### config.mk
export PLATFORM = sky130hd
export DESIGN_NAME = frame_tick_counter
export DESIGN_NICKNAME = d
export VERILOG_FILES = /design/src/rtl/frame_tick_counter.sv
export SDC_FILE = /design/constraint.sdc
export NUM_CORES = 1
export LEC_CHECK = 0
export BUFFER_PORTS_ARGS = -buffer_cell sky130_fd_sc_hd__buf_2
export CORE_UTILIZATION = 40
export CTS_CLUSTER_DIAMETER = 100
export DETAILED_ROUTE_END_ITERATION = 10
export GPL_TIMING_DRIVEN = 0
export SLEW_MARGIN = 25
export SYNTH_ARGS = -nofsm -noshare
export SYNTH_HDL_FRONTEND = slang
export SYNTH_SLANG_ARGS = --single-unit
### constraint.sdc
create_clock -name CLOCK_50 -period 1.8 [get_ports CLOCK_50]
set_input_delay 0.18 -clock CLOCK_50 [delete_from_list [all_inputs] [get_ports CLOCK_50]]
set_output_delay 0.18 -clock CLOCK_50 [all_outputs]
set_load 0.02 [all_outputs]
### src/rtl/frame_tick_counter.sv
// frame_tick_counter: divides the clock to a one-cycle tick at TICK_HZ and
// keeps a modulo-MODULUS frame count in binary plus two incremental BCD digits.
module frame_tick_counter #(
    parameter int CLK_HZ  = 50_000_000,
    parameter int TICK_HZ = 30,
    parameter int MODULUS = 30,
    parameter int CNT_W   = 6
) (
    input  logic             CLOCK_50,
    input  logic             resetn,
    input  logic             enable,
    input  logic             clear,
    output logic             tick,
    output logic             wrap,
    output logic [CNT_W-1:0] count,
    output logic [3:0]       bcd_ones,
    output logic [3:0]       bcd_tens
);
    localparam int DIV = CLK_HZ / TICK_HZ;
    localparam int P_W = $clog2(DIV);

    logic [P_W-1:0]   p_q, p_d;
    logic [CNT_W-1:0] count_q, count_d;
    logic [3:0]       ones_q, ones_d, tens_q, tens_d;
    logic             tick_q, tick_d, wrap_q, wrap_d;

    always_comb begin
        p_d     = p_q;
        count_d = count_q;
        ones_d  = ones_q;
        tens_d  = tens_q;
        tick_d  = 1'b0;
        wrap_d  = 1'b0;
        if (clear) begin
            p_d     = '0;
            count_d = '0;
            ones_d  = '0;
            tens_d  = '0;
        end else if (enable) begin
            if (p_q == P_W'(DIV - 1)) begin
                p_d    = '0;
                tick_d = 1'b1;
                if (count_q == CNT_W'(MODULUS - 1)) begin
                    count_d = '0;
                    ones_d  = '0;
                    tens_d  = '0;
                    wrap_d  = 1'b1;
                end else begin
                    count_d = count_q + CNT_W'(1);
                    // BCD follows count digit-wise so no divider is needed
                    ones_d  = (ones_q == 4'd9) ? 4'd0 : ones_q + 4'd1;
                    tens_d  = (ones_q == 4'd9) ? tens_q + 4'd1 : tens_q;
                end
            end else begin
                p_d = p_q + P_W'(1);
            end
        end
    end

    always_ff @(posedge CLOCK_50 or negedge resetn) begin
        if (!resetn) begin
            p_q     <= '0;
            count_q <= '0;
            ones_q  <= '0;
            tens_q  <= '0;
            tick_q  <= 1'b0;
            wrap_q  <= 1'b0;
        end else begin
            p_q     <= p_d;
            count_q <= count_d;
            ones_q  <= ones_d;
            tens_q  <= tens_d;
            tick_q  <= tick_d;
            wrap_q  <= wrap_d;
        end
    end

    assign tick     = tick_q;
    assign wrap     = wrap_q;
    assign count    = count_q;
    assign bcd_ones = ones_q;
    assign bcd_tens = tens_q;
endmodule

==> summary.txt <==
Power
  – Combinational power share: 0.107
  – Pwr dens: 623.5 nW/um^2
  – Psw: 0.4497 mW
  – Sequential power share: 0.510
  – Clock share of power: 0.383
  – Switch share: 0.2627
  – Leakage: 1.194 nW
  – Max VDD drop: 0.3909 mV
  – Pint: 1.263 mW

Floorplanning
  – Die footprint: 5466 sq um
  – Initial Util: 0.4268
  – Die X: 73.93 um
  – # rows: 25
  – Die Span Y: 73.93 um
  – IO Count: 20
  – Core area: 4848 sq um

Setup path
  – CP peak stage delay: 0.44 ns
  – Crit end category: flop
  – Max FO, Critical Path: 5
  – R2R depth: 7
  – Startpoint class of the critical path: flop
  – Worst EP arrival: 2.18 ns
  – Critical path class: reg -> reg
  – Crit-path cells: inv_2 -> ha_4 -> nor4bb_4 -> and4b_2 -> nand3_4 -> or4_4 -> a21oi_2
  – Required time worst endpoint: 2.03 ns
  – Origin of the critical flop-to-flop path: p_q[1]$_DFFE_PN0P_
  – Critical R2R Capture: count[5]$_DFFE_PN0P_
  – Slowest stage cell, crit path: or4_4
  – WP buf/inv: 1
  – Worst path top cell family by delay: simple AND/OR/NAND/NOR gates
  – Reg-to-reg slack, setup: -0.15 ns

Clock tree
  – CTS tree: built
  – H-tree levels: 2
  – CTS buffer count: 5
  – CTS root buf: clkbuf_8
  – Longest Clk Path Bufs: 2
  – Worst-path clk slew: 0.09 ns
  – CTS sink count: 37
  – Clock latency on the worst-skew pair: 0.30 ns
  – CTS Hold Bufs: 0

Placement
  – Dpl hpwl: 3403 um
  – Placed cell areas: 2272 sq um
  – Gpl congestion: 0.7873
  – # port buffers: 19

Route
  – DRC: 0
  – Final wirelength: 5194 um
  – First-pass detailed-route iteration total: 4
  – Vias per inst: 5.410
  – Drt initial violations: 88
  – Final ANT Viol Nets: 0
  – Via count: 1861
  – DR WL/cell: 15.10 um

STA
  – Hold Vio Cnt, Final: 32
  – Tcrit/Tclk final: 1.082
  – Hold_ws: -0.02075 ns
  – Final setup margin: -0.1478 ns
  – FMAX: 0.5134 GHz
  – Final setup violation count: 17
  – Slew @ Worst Pin: 0.8374 ns
  – Final Max Slew Viols: 0
  – Max-slew headroom: 0.4417
  – Fin crit period: 1.948 ns
  – RSZ-0062 raised after global routing: true
  – Clk_skew: 0.01509 ns

Cells and area
  – Most frequent cells in the layout: dfrtp_1 (32), nand2_1 (23), nor2_1 (21)
  – Design Area, Final: 2746 sq um
  – Layout cells sized above 1: 0.3394
  – Commonest non-fill, non-tap cell in the layout: dfrtp_1
  – Filler instances: 436
  – N_diodes: 0
  – Final net count: 287
  – Fin util: 0.5665
  – Synthesis-to-layout area growth: 32.71%

Synthesis
  – Synthesized cell area: 2069 sq um
  – Post-Syn Nets: 240
  – Post-Syn Area per Cell: 9.037 sq um
  – Ys Warns: 0
  – FF+latch count, synth: 37
  – Seq/Total Area, Yosys: 0.4474
  – Synth async-reset ratio: 1.000
  – Number of flops mapped to enable cells by yosys: 0
  – Synth cell types: 44
  – Mapped Cells: 229
  – Synth Flop Type: dfrtp_1

Flow run
  – Max Cap Violations: 0

Status
  – Failing checks: hold timing, setup timing
  – Run status: complete, but fails checks

GRT
  – First-pass GRT wire length: 8231 um
  – Largest net degree at the start of global routing: 38
  – Initial antenna violation count: 0
  – Vias in the first global route: 1620
  – Gr usage total: 0.2036
  – Congestion Overflow GR: 0

Worst hold path
  – Worst hold-check path type: in -> async
==> kinds of logic (layout without fill, tap and decap cells) <==
kind of cell,after synthesis,count (layout),synth area share
buffers and inverters,13,61,0.02479
AND/OR/NAND/NOR,116,116,0.3090
XOR/XNOR,9,9,0.03809
flip-flops,37,37,0.4474
AO/OA/AOI/OAI,46,46,0.1336
adder cells (fa/ha/maj),7,7,0.04232
multiplexers,1,1,0.004837
==> layer usage <==
layer | vias to the layer above | wire [um] | GRT usage
li1 | 929 | - | -
met4 | 0 | 70 | 0.07051
met3 | 4 | 176 | 0.04065
met2 | 32 | 2331 | 0.3091
met5 | - | 0 | 0
met1 | 896 | 2617 | 0.2898
==> state kept, by name, indices dropped and copies added, names as in the netlist <==
register	flops
wrap	1
count	6
bcd_tens	4
tick	1
p_q	21
bcd_ones	4
==> final cells by class <==
cell class | count | area (sq um) | share of cell area
multi-input combinational | 179 | 1308 | 0.4761
sequential | 37 | 932.1 | 0.3394
timing repair buffer | 40 | 264.0 | 0.09613
clock buffer | 7 | 96.34 | 0.03508
tap | 67 | 83.83 | 0.03052
inverter | 8 | 30.03 | 0.01093
buffer | 5 | 27.53 | 0.01002
clock inverter | 1 | 5.005 | 0.001822
==> power by group through the flow <==
stage	registers (mW)	logic, mW	clock network [mW]
after CTS	0.872	0.174	0.668
after global placement	0.889	0.151	0
after floorplan	0.905	0.0738	0
final	0.873	0.184	0.656
after detailed placement	0.891	0.151	0
after global routing	0.877	0.207	0.691
==> how the worst max path moves through the flow <==
stage	from	slack, ns	cells after the start	end
6_report	p_q[1]$_DFFE_PN0P_	-0.15	7	count[5]$_DFFE_PN0P_
5_1_grt	p_q[1]$_DFFE_PN0P_	-0.23	8	bcd_tens[1]$_DFFE_PN0P_
4_1_cts	p_q[2]$_DFFE_PN0P_	-0.16	6	count[5]$_DFFE_PN0P_
3_5_place_dp	p_q[12]$_DFFE_PN0P_	-0.30	5	count[3]$_DFFE_PN0P_
3_3_place_gp	p_q[12]$_DFFE_PN0P_	-0.29	5	bcd_tens[1]$_DFFE_PN0P_
2_1_floorplan	p_q[2]$_DFFE_PN0P_	-0.09	5	count[5]$_DFFE_PN0P_
==> through the flow <==
| stage | cells | power [mW] | TNS, ns | setup slack [ns] |
|---|---|---|---|---|
| after global placement | 315 | 1.040 | -6.388 | -0.2902 |
| after global routing | 344 | 1.776 | -3.451 | -0.2319 |
| final | 344 | 1.712 | -1.260 | -0.1478 |
| after CTS | 334 | 1.713 | -1.754 | -0.1571 |
| after floorplan | 229 | 0.9786 | -0.4557 | -0.09296 |
| after detailed placement | 315 | 1.042 | -6.868 | -0.3048 |
==> synthesized netlist by cell type (all sizes together) (4+ instances only) <==
cell | count | area share
o21ai | 16 | 0.039
nand3 | 15 | 0.042
a31oi | 4 | 0.012
xor2 | 7 | 0.030
a21oi | 12 | 0.029
inv | 8 | 0.015
nand3b | 5 | 0.018
nand2 | 26 | 0.047
nand4 | 9 | 0.027
dfrtp | 37 | 0.45
nor3 | 7 | 0.019
nor4 | 5 | 0.022
nor2 | 23 | 0.042
ha | 7 | 0.042
and3 | 6 | 0.019
==> repair_timing <==
item,in CTS,in global routing
buffers inserted,10,10
endpoints found under the setup margin,35,34
pin swaps,14,15
cloned,1,0
gates resized for setup,33,24
(Power assumes the default switching activity.)
